File: config.mk
export PLATFORM = sky130hd
export DESIGN_NAME = collision_matrix
export DESIGN_NICKNAME = d
export VERILOG_FILES = /design/src/rtl/collision_pkg.sv /design/src/rtl/collision_channel.sv /design/src/rtl/collision_matrix.sv
export SDC_FILE = /design/constraint.sdc
export NUM_CORES = 1
export LEC_CHECK = 0
export BUFFER_PORTS_ARGS = -buffer_cell sky130_fd_sc_hd__buf_2
export CAP_MARGIN = 20
export CORE_ASPECT_RATIO = 1.5
export CORE_MARGIN = 4
export CORE_UTILIZATION = 45
export DETAILED_ROUTE_END_ITERATION = 16
export GPL_TIMING_DRIVEN = 0
export HOLD_SLACK_MARGIN = 0.05
export PLACE_DENSITY_LB_ADDON = 0.1
export SKIP_CTS_REPAIR_TIMING = 1
export SYNTH_ARGS = -nofsm -noshare
export SYNTH_HDL_FRONTEND = slang
export SYNTH_SLANG_ARGS = --single-unit
export TNS_END_PERCENT = 20
File: constraint.sdc
create_clock -name clk -period 1.7 [get_ports clk]
set_clock_uncertainty 0.1 [all_clocks]
set_input_delay 0.34 -clock clk [delete_from_list [all_inputs] [get_ports clk]]
set_output_delay 0.34 -clock clk [all_outputs]
set_load 0.005 [all_outputs]
File: src/rtl/collision_pkg.sv
// Object channel indices and per-channel state encoding shared by the collision engine.
package collision_pkg;

    localparam int OBJ_BALL         = 0;
    localparam int OBJ_FRAME        = 1;
    localparam int OBJ_FLIPPER      = 2;
    localparam int OBJ_OBSTACLE     = 3;
    localparam int OBJ_SPRING       = 4;
    localparam int OBJ_BUMPER       = 5;
    localparam int OBJ_SCORE_NUMBER = 6;
    localparam int OBJ_BOTTOM       = 7;
    localparam int OBJ_CREDIT       = 8;
    localparam int OBJ_SPARE        = 9;

    localparam int NUM_OBJ_DEFAULT  = 10;

    typedef enum logic [1:0] {
        IDLE = 2'd0,
        HIT  = 2'd1,
        COOL = 2'd2
    } chan_state_t;

endpackage

File: src/rtl/collision_channel.sv
// One ball-vs-object collision channel: pulse gate FSM, frame cooldown, frame flag and
// (with COLLISION_MATRIX_COUNT_EN) a saturating overlap pixel counter.
module collision_channel
    import collision_pkg::*;
#(
    parameter int COOLDOWN_FRAMES = 2,
    parameter int CNT_W           = 12
) (
    input  logic             clk,
    input  logic             resetN,
    input  logic             startOfFrame,
    input  logic             hit,
    output logic             collisionPulse,
    output logic             collisionLatched,
    output logic [CNT_W-1:0] overlapCount
);

    localparam int CD_W = (COOLDOWN_FRAMES > 0) ? $clog2(COOLDOWN_FRAMES + 1) : 1;
    localparam logic [CD_W-1:0] CD_LOAD = CD_W'(COOLDOWN_FRAMES);

    chan_state_t     state, stateNext, frameState;
    logic [CD_W-1:0] cooldown, cooldownNext, frameCooldown;
    logic            pulseNext;
    logic            frameFlag;

    // Frame-boundary transitions resolve first, so a hit on the boundary pixel sees the new frame's state.
    always_comb begin
        frameState    = state;
        frameCooldown = cooldown;
        if (startOfFrame) begin
            unique case (state)
                HIT: begin
                    frameState = (cooldown != '0) ? COOL : IDLE;
                end
                COOL: begin
                    if (cooldown > CD_W'(1)) begin
                        frameCooldown = cooldown - 1'b1;
                        frameState    = COOL;
                    end else begin
                        frameCooldown = '0;
                        frameState    = IDLE;
                    end
                end
                default: begin
                    frameState = state;
                end
            endcase
        end

        stateNext    = frameState;
        cooldownNext = frameCooldown;
        pulseNext    = 1'b0;
        if ((frameState == IDLE) && hit) begin
            stateNext    = HIT;
            cooldownNext = CD_LOAD;
            pulseNext    = 1'b1;
        end
    end

    always_ff @(posedge clk or negedge resetN) begin
        if (!resetN) begin
            state            <= IDLE;
            cooldown         <= '0;
            collisionPulse   <= 1'b0;
            frameFlag        <= 1'b0;
            collisionLatched <= 1'b0;
        end else begin
            state          <= stateNext;
            cooldown       <= cooldownNext;
            collisionPulse <= pulseNext;
            if (startOfFrame) begin
                collisionLatched <= frameFlag;
                frameFlag        <= hit;
            end else begin
                frameFlag <= frameFlag | hit;
            end
        end
    end

`ifdef COLLISION_MATRIX_COUNT_EN
    logic [CNT_W-1:0] count;

    function automatic logic [CNT_W-1:0] satInc(input logic [CNT_W-1:0] value);
        return (&value) ? value : value + 1'b1;
    endfunction

    always_ff @(posedge clk or negedge resetN) begin
        if (!resetN) begin
            count        <= '0;
            overlapCount <= '0;
        end else if (startOfFrame) begin
            overlapCount <= count;
            count        <= CNT_W'(hit);
        end else if (hit) begin
            count <= satInc(count);
        end
    end
`else
    assign overlapCount = '0;
`endif

endmodule

File: src/rtl/collision_matrix.sv
// Per-frame ball collision engine: fans the ball overlap out to one channel per object.
// Define COLLISION_MATRIX_COUNT_EN to build the per-channel overlap pixel counters.
module collision_matrix
    import collision_pkg::*;
#(
    parameter int NUM_OBJ         = NUM_OBJ_DEFAULT,
    parameter int BALL_IDX        = OBJ_BALL,
    parameter int COOLDOWN_FRAMES = 2,
    parameter int CNT_W           = 12
) (
    input  logic                     clk,
    input  logic                     resetN,
    input  logic                     startOfFrame,
    input  logic [NUM_OBJ-1:0]       drawObj,
    input  logic [NUM_OBJ-1:0]       channelEnable,
    output logic [NUM_OBJ-1:0]       collisionPulse,
    output logic [NUM_OBJ-1:0]       collisionLatched,
    output logic                     anyCollision,
    output logic [NUM_OBJ*CNT_W-1:0] overlapCount
);

    logic ballDraw;
    logic unusedBallEnable;

    assign ballDraw         = drawObj[BALL_IDX];
    assign unusedBallEnable = channelEnable[BALL_IDX];

    // The ball never collides with itself, so its output bits are tied low.
    for (genvar i = 0; i < NUM_OBJ; i++) begin : gChan
        if (i == BALL_IDX) begin : gBall
            assign collisionPulse[i]               = 1'b0;
            assign collisionLatched[i]             = 1'b0;
            assign overlapCount[i*CNT_W +: CNT_W] = '0;
        end else begin : gObj
            logic hit;
            assign hit = ballDraw & drawObj[i] & channelEnable[i];

            collision_channel #(
                .COOLDOWN_FRAMES (COOLDOWN_FRAMES),
                .CNT_W           (CNT_W)
            ) uChan (
                .clk              (clk),
                .resetN           (resetN),
                .startOfFrame     (startOfFrame),
                .hit              (hit),
                .collisionPulse   (collisionPulse[i]),
                .collisionLatched (collisionLatched[i]),
                .overlapCount     (overlapCount[i*CNT_W +: CNT_W])
            );
        end
    end

    assign anyCollision = |collisionPulse;

endmodule

Word level (Yosys, flattened, before mapping) --
Index checks and enable logic that the tools add are counted.
Word-level totals: flip-flop bits (word level) 63, bits in latches 0, bits in writable memories 0, bits in read-only memories 0, bits of input ports 23, output and inout port bits 141, logic and storage cells 262, memories kept 0
Operators by class: add/subtract/negate cells 9, $mul 0, div/mod/pow operators 0, magnitude comparators 9, equal/unequal tests 18, shifts and indexed selects 0, muxes and demuxes 99, bitwise logic cells 27, reductions and logical operators 55
Operators with widths (number):
- two-way mux 2 bit | 72
- nonzero test 2 bit | 27
- one-hot mux 2 bit (2 select lines) | 9
- bitwise AND 1 bit | 18
- equality test 2 x 1 -> 1 bit (second input constant) | 9
- equality test 2 bit (second input constant) | 9
- > comparator 2 x 1 -> 1 bit (second input constant) | 9
- zero test 2 bit | 9
- two-way mux 1 bit | 18
- AND reduction 2 bit | 9
- subtractor 2 x 1 -> 2 bit (second input constant) | 9
- logical AND 1 bit | 9
- bitwise OR 1 bit | 9
- OR reduction 9 bit | 1

Depth between registers and ports, before layout --
Gate-level depths: netlist (run 1).
word-level depth 8, mapped depth 5, depth with buffers taken out 5

Cells and area by module --
A second synthesis (run 1) with hierarchy kept.
Second synthesis, totals: cell total of the unflattened synthesis 424, area total of the unflattened synthesis 4194.0 um^2
Modules (own cells, without submodules):
- collision_channel | instances 9, cells an instance 44, area each 445.4 um^2, sequential area each 175.2 um^2
- collision_matrix | instances 1, cells an instance 28, area each 185.2 um^2, sequential area each 0.0 um^2

Worst setup path before layout (run 1) --
No wires, ideal clock.
path type reg2reg, start register gChan[1].gObj.uChan.state[0], end register gChan[1].gObj.uChan.cooldown[0], setup time 0.126 ns, data arrival time 1.404 ns, required time 1.474 ns, setup slack 0.070 ns, stages on the path, launching flop included 6, path buffers 0, period minus slack after synthesis 1.630 ns, cell sequence dfrtp_1 -> inv_1 -> ha_1 -> or2b_1 -> and2_1 -> o32a_1
Between the ends: longest elaborated chain between the ends 7, elaborated cells on any way between the ends 10, those cells by class eq/ne: 2; mux: 3; reduce/logical: 5
RTL lines:
- start, declared | line collision_channel.sv:21 | chan_state_t state, stateNext, frameState;
- start signal, assigned | line collision_channel.sv:68 | state <= stateNext;
- equality test 2 bit / equality test 2 x 1 -> 1 bit (equally long branches) | line collision_channel.sv:31 | unique case (state)
- one-hot mux 2 bit (2 select lines) | line collision_channel.sv:31
- two-way mux 2 bit | line collision_channel.sv:30 | if (startOfFrame) begin
- zero test 2 bit | line collision_channel.sv:53 | if ((frameState == IDLE) && hit) begin
- logical AND 1 bit | line collision_channel.sv:53
- nonzero test 2 bit (no line)
- AND reduction 2 bit (no line)
- end signal, assigned | line collision_channel.sv:69 | cooldown <= cooldownNext;
- end, declared | line collision_channel.sv:22 | logic [CD_W-1:0] cooldown, cooldownNext, frameCooldown;
Several ways; a longest one is shown, not always the timed one. A chain may end at the register's enable or synchronous reset.

Final worst setup path (run 1) --
start register gChan[8].gObj.uChan.collisionPulse, end output anyCollision
Between the ends: longest elaborated chain between the ends 1
RTL lines:
- start, declared | line collision_channel.sv:13 | output logic collisionPulse,
- start signal, assigned | line collision_channel.sv:70 | collisionPulse <= pulseNext;
- OR reduction 9 bit | line collision_matrix.sv:53 | assign anyCollision = |collisionPulse;
- end, declared | line collision_matrix.sv:18 | output logic anyCollision,
Every way passes these cells.

==> metrics.txt, run 1 <==
I/O Pins 164; worst slew pin tran 0.801 ns; worst skew pair latency 0.33 ns; setup TNS -0.0469 ns; power share of the sequential group 37.9%; total power 6.05 mW; Area Growth Syn to Fin 29.9%; Die Footprint 0.0111 mm²; Max Clk Rate 0.572 GHz; final hold violation count 0; first-pass GRT wire length 13.1 mm; Psw 2.00 mW; Avg Inst Size Synth 9.66 µm²; DR DRC count 0; Core Rows 43; vias per cell 4.21; Logic pwr share 34.1%; switching fraction of total power 33.0%; share of layout cells above drive strength 1 39.5%; worst setup margin -0.0469 ns; Synth cell types 25; Tcrit/Tclk final 103%; Routed Antenna Nets 0; CP Launch Type flip-flop; Hold/Removal Path Class in2async; Register Area 0.00158 mm²; total clock sinks 63; Port Buffers 39; Pwr per Cell Area 1100 mW/mm²; CTS tree done; clock network power share 28.0%; grt met3 use 4.09%; met1 usage 16.1%; final setup vio count 1; Seq/Total Area, Yosys 37.2%; Crit path largest cell delay 0.41 ns; WL/cell 11.7 µm; clk root buf clkbuf_16; CP max-delay cell dfrtp_1; clock buffer depth 2; largest net degree at the start of global routing 64; number of global-route vias before repair 2919; total track usage 15.2%; Worst slew margin 46.6%; Layout Nets 667; GR Util met2 26.2%; vias 3092; diode count 0; Starting Density 45.8%; Die H 127 µm; fin crit period 1.75 ns; synth warn 0; crit-path leading delay family simple AND/OR/NAND/NOR gates; initial antenna violation count 0; Worst EP arrival 1.31 ns; Layout fillers 869; failing checks negative setup slack; cell count after synthesis 439; gr ovfl total 0; CP bufs+invs 1; critical-path maximum fanout 2; outcome complete, but fails checks; RSZ-0062 raised after global routing yes; Multi-input gate area 0.00206 mm²; cts bufs inserted 9; Max Slew Vio Count 0; DR iter-0 viols 76; CP Cell Sequence nor4_4, nand3_1, buf_2; area of the mapped netlist 0.00424 mm²; Critical Path Sink Type output port; placer congestion estimate 0.741; Worst Setup Path Type reg2out; H-tree depth 3; Worst EP required 1.26 ns; max cap viols 0; Placeable Area 0.00925 mm²; die span in x 87.3 µm; Post-DP HPWL 6.43 mm; Yosys reg bits 63; Peak VDD IR 0.661 mV; grt peak-use layer met2; Post-Route WL 8.62 mm; Cell Int Power 4.05 mW; Reg clk slew, reported paths 0.05 ns; Leak Pwr 3.05 nW; DR pass1 iterations 4
## power by group through the flow
| stage | clock network (mW) | registers [mW] | logic (mW) |
|---|---|---|---|
| after floorplan | 0 | 2.20 | 1.41 |
| after global placement | 0 | 2.27 | 1.68 |
| after detailed placement | 0 | 2.30 | 1.73 |
| after CTS | 1.75 | 2.28 | 1.75 |
| after global routing | 1.80 | 2.36 | 2.34 |
| final | 1.69 | 2.29 | 2.06 |
## layout make-up
type	count	area share, %
flip-flops and latches	63	28.6
clock buffers	13	4.72
repair buffers	46	4.68
plain buffers	146	19.8
multi-input cells	324	37.5
inverters	27	1.84
well taps	112	2.54
clock inverters	3	0.318
## worst reg2reg max path, delay by kind of cell, from the launching register on
family | cells | cell delay (ns)
buffers and inverters | 1 | 0.07
and+or+nand+nor | 2 | 0.38
adders and majority gates | 1 | 0.28
DFF | 1 | 0.40
AOI/OAI and AO/OA | 1 | 0.34
## kinds of logic after synthesis
| kind of cell | count (synthesis) | share of synthesized area [%] |
|---|---|---|
| buffers and inverters | 173 | 28.1 |
| AND/OR/NAND/NOR | 103 | 13.7 |
| flip-flops | 63 | 37.2 |
| AO/OA/AOI/OAI | 54 | 8.49 |
| adder cells (fa/ha/maj) | 27 | 7.96 |
| multiplexers | 18 | 4.51 |
| other | 1 | 0.0884 |
## metrics by stage
step	area, µm²	setup slack [ns]	std cells	util (%)	hold WS (ns)
final	5510	-0.0469	734	59.5	0.00233
after global routing	5510	-0.163	734	59.5	0.0850
after CTS	5310	-0.246	727	57.4	0.0326
after detailed placement	5030	-0.228	711	54.4	0.389
after global placement	5030	-0.249	711	54.4	0.387
after floorplan	4700	0.0704	560	-	-0.0556
## registers in the layout, indices dropped and copies added (netlist names)
register	flops
gChan.gObj.uChan.collisionLatched	9
gChan.gObj.uChan.collisionPulse	9
gChan.gObj.uChan.frameFlag	9
gChan.gObj.uChan.cooldown	18
gChan.gObj.uChan.state	18
## synthesized netlist by cell type, drive strengths merged
cell type | n | area share, %
buf | 145 | 26
dfrtp | 63 | 37
ha | 27 | 8.0
inv | 27 | 2.4
nor3 | 19 | 2.2
and2 | 18 | 2.7
o21ai | 18 | 2.1
o31ai | 18 | 3.2
nand3 | 10 | 1.2
nor2 | 10 | 0.88
a21oi | 9 | 1.1
mux2 | 9 | 2.4
mux2i | 9 | 2.1
nand2 | 9 | 0.80
nand4 | 9 | 1.3
nor3b | 9 | 1.6
o32a | 9 | 2.1
or2 | 9 | 1.3
or2b | 6 | 1.1
nand2b | 3 | 0.44
clkbuf | 1 | 0.088
conb | 1 | 0.088
nor4 | 1 | 0.15
## placed cells by master, fill, tap and decap left out
cell type / netlist / layout
inv_1: 27 / 27
dfrtp_1: 63 / 63
nand4_1: 9 / 9
or2_2: 9 / 8
and2_1: 18 / 11
buf_6: 2 / 4
mux2_2: 9 / 9
clkbuf_16: 0 / 9
ha_4: 0 / 1
clkinvlp_4: 0 / 1
and2_4: 0 / 7
nor3_4: 0 / 4
conb_1: 1 / 122
ha_2: 0 / 2
nand2b_1: 3 / 3
a21oi_1: 9 / 9
nand2_1: 9 / 9
nor3b_1: 9 / 9
clkinv_2: 0 / 2
nor2_1: 10 / 10
o32a_1: 9 / 9
buf_2: 3 / 41
ha_1: 27 / 24
or2b_1: 6 / 6
nor4_4: 0 / 1
nor3_2: 0 / 5
o31ai_2: 0 / 3
o21ai_0: 18 / 18
buf_4: 140 / 146
or2_4: 0 / 1
mux2i_1: 9 / 9
nor3_1: 19 / 10
nand3_1: 10 / 10
clkbuf_8: 0 / 2
o31ai_1: 18 / 15
clkbuf_1: 1 / 3
## path summary, 6_finish.rpt
check / end / slack [ns] / cells past startpoint / from
worst min register to register: gChan[9].gObj.uChan.collisionLatched / 0.40 / 1 / gChan[9].gObj.uChan.frameFlag
worst min-delay path: gChan[6].gObj.uChan.cooldown[0] / 0.002 / 1 / resetN
worst max register to register: gChan[3].gObj.uChan.cooldown[0] / 0.02 / 5 / gChan[3].gObj.uChan.state[0]
max in group asynchronous: gChan[7].gObj.uChan.state[1] / 0.98 / 1 / resetN
worst max-delay path: anyCollision / -0.05 / 3 / gChan[8].gObj.uChan.collisionPulse
min in group clk: gChan[2].gObj.uChan.frameFlag / 0.19 / 3 / drawObj[2]
## layer usage
layer  vias to the layer above  wire length, µm
met4                         0              226
met2                       119             4420
met1                      1375             3190
met3                        17              787
li1                       1581                -
met5                         -                0
(Power assumes the default switching activity.)
==> run 2: changes to the inputs <==
--- a/config.mk
+++ b/config.mk
@@ -13,7 +13,7 @@
 export DETAILED_ROUTE_END_ITERATION = 16
 export GPL_TIMING_DRIVEN = 0
 export HOLD_SLACK_MARGIN = 0.05
-export PLACE_DENSITY_LB_ADDON = 0.1
+export PLACE_DENSITY = 0.77
 export SKIP_CTS_REPAIR_TIMING = 1
 export SYNTH_ARGS = -nofsm -noshare
 export SYNTH_HDL_FRONTEND = slang
==> run 2 against run 1 <==
Compared with the run above:
- the flow still finishes with violations (negative setup slack)
- die area unchanged
- worst setup slack worse by 0.038 ns
- largest cell class unchanged
- flip-flop and latch count stayed put
- utilization up 0.22 points
- final cell count up 0.27%
- hold slack improved by 0.21 ns
- non-clock buffer count is 2 higher
- highest routed layer unchanged
- global-route usage up 0.41 points
- first-iteration DRC count increased by 68%
==> metrics.txt, run 2 (synthesized netlist as in run 1, its figures left out) <==
Core Rows 43 (unchanged); share of layout cells above drive strength 1 38.9% (was 39.5%); Worst Setup Path Type reg2out (unchanged); I/O Pins 164 (unchanged); total power 6.18 mW (was 6.05 mW); biggest regs gChan.gObj.uChan.cooldown (18), gChan.gObj.uChan.state (18) (unchanged); worst setup margin -0.0845 ns (was -0.0469 ns); DR iter-0 viols 128 (was 76); setup TNS -0.179 ns (was -0.0469 ns); Placeable Area 0.00925 mm² (unchanged); outcome complete, but fails checks (unchanged); clk root buf clkbuf_16 (unchanged); Worst slew margin 62.7% (was 46.6%); Worst EP arrival 1.34 ns (was 1.31 ns); RSZ-0062 raised after global routing yes (unchanged); H-tree depth 3 (unchanged); largest net degree at the start of global routing 43 (was 64); Die Footprint 0.0111 mm² (unchanged); Port Buffers 39 (unchanged); placer congestion estimate 0.754 (was 0.741); CTS tree done (unchanged); cts bufs inserted 9 (unchanged); most frequent cells in the layout buf_4, conb_1, dfrtp_1 (unchanged); die span in x 87.3 µm (unchanged); Final Util 59.8% (was 59.5%); DR DRC count 0 (unchanged); clock network power share 29.0% (was 28.0%); Area Growth Syn to Fin 30.3% (was 29.9%); total clock sinks 63 (unchanged); failing checks negative setup slack (unchanged); commonest non-fill, non-tap cell in the layout buf_4 (unchanged); power share of the sequential group 37.0% (was 37.9%); DR pass1 iterations 4 (unchanged); switching fraction of total power 32.5% (was 33.0%); WHS 0.209 ns (was 0.00233 ns); WL/cell 12.1 µm (was 11.7 µm); max cap viols 0 (unchanged); Reg clk slew, reported paths 0.05 ns (about the same); Cell Int Power 4.17 mW (was 4.05 mW); CP Launch Type flip-flop (unchanged); Psw 2.01 mW (was 2.00 mW); Pwr per Cell Area 1120 mW/mm² (was 1100 mW/mm²); Hold/Removal Path Class in2reg (was in2async); CP max-delay cell dfrtp_1 (unchanged); diode count 0 (unchanged); DP Worst Slack -0.303 ns (was -0.228 ns); number of global-route vias before repair 3006 (was 2919); Worst EP required 1.26 ns (about the same); Peak VDD IR 0.789 mV (was 0.661 mV); first-pass GRT wire length 13.5 mm (was 13.1 mm); Critical Path Sink Type output port (unchanged); Tcrit/Tclk final 105% (was 103%); initial antenna violation count 0 (unchanged); final setup vio count 5 (was 1); flop2flop setup slack -0.05 ns (was 0.02 ns); Max Clk Rate 0.560 GHz (was 0.572 GHz); Max Slew Vio Count 0 (unchanged); fin crit period 1.78 ns (was 1.75 ns); CP Cell Sequence nor4_4, nand3_1, buf_2 (unchanged); Routed Antenna Nets 0 (unchanged); Post-DP HPWL 6.57 mm (was 6.43 mm); clock buffer depth 2 (unchanged); Starting Density 45.8% (unchanged); Layout Nets 669 (was 667); Die H 127 µm (unchanged); final hold violation count 0 (unchanged); Crit path largest cell delay 0.40 ns (was 0.41 ns); critical-path maximum fanout 2 (unchanged); vias 3154 (was 3092); worst skew pair latency 0.33 ns (about the same); Leak Pwr 3.07 nW (was 3.05 nW); total track usage 15.6% (was 15.2%); vias per cell 4.29 (was 4.21); worst slew pin tran 0.559 ns (was 0.801 ns); gr ovfl total 0 (unchanged); Logic pwr share 34.1% (about the same); Post-Route WL 8.91 mm (was 8.62 mm)
==> run 2: changes by cell type in the layout (fill, tap and decap cells not counted), sizes merged <==
| cell | before | now |
|---|---|---|
| dlygate4sd3 | 0 | 1 |
| clkinv | 2 | 3 |
| clkinvlp | 1 | 0 |
| bufinv | 0 | 1 |
==> run 2: critical path, delay by kind of cell, from the launching register on <==
family | cells | cell delay, ns
flops | 1 | 0.40
simple gates | 2 | 0.48
buf+inv | 1 | 0.14
==> run 2: area by class of cell <==
class | count | area (µm²)
multi-input cells | 324 | 2040
plain buffers | 146 | 1100
clock inverters | 4 | 45.0
fillers | 794 | 3720
flip-flops and latches | 63 | 1580
inverters | 27 | 101
well taps | 112 | 140
clock buffers | 12 | 246
repair buffers | 48 | 280
==> run 2: final timing paths <==
kind	startpoint	endpoint	cells past startpoint
setup / recovery	gChan[8].gObj.uChan.collisionPulse	anyCollision	3
hold / removal	drawObj[9]	gChan[9].gObj.uChan.frameFlag	3
setup reg to reg	gChan[7].gObj.uChan.state[0]	gChan[7].gObj.uChan.cooldown[0]	5
hold reg to reg	gChan[3].gObj.uChan.frameFlag	gChan[3].gObj.uChan.collisionLatched	1
max in group asynchronous	resetN	gChan[8].gObj.uChan.state[1]	3
min in group asynchronous	resetN	gChan[9].gObj.uChan.collisionPulse	2
==> run 2: power by group through the flow <==
stage                     registers [mW]  logic [mW]  clock network, mW
after global routing                2.35        2.39               1.89
after detailed placement            2.29        1.77                  0
after floorplan                     2.20        1.41                  0
after CTS                           2.27        1.80               1.82
after global placement              2.26        1.66                  0
final                               2.28        2.11               1.79
==> run 2: per-stage QoR <==
step | instances | area [µm²]
after detailed placement | 712 | 5050
after CTS | 728 | 5340
after global routing | 736 | 5530
after floorplan | 560 | 4700
final | 736 | 5530
after global placement | 711 | 5030
==> run 2: per-layer routing <==
layer | part of all wire (%) | global-route usage, %
met1 | 37 | 17.3
met5 | 0 | 0
met2 | 50 | 26.3
met3 | 11 | 5.39
met4 | 1.8 | 7.14
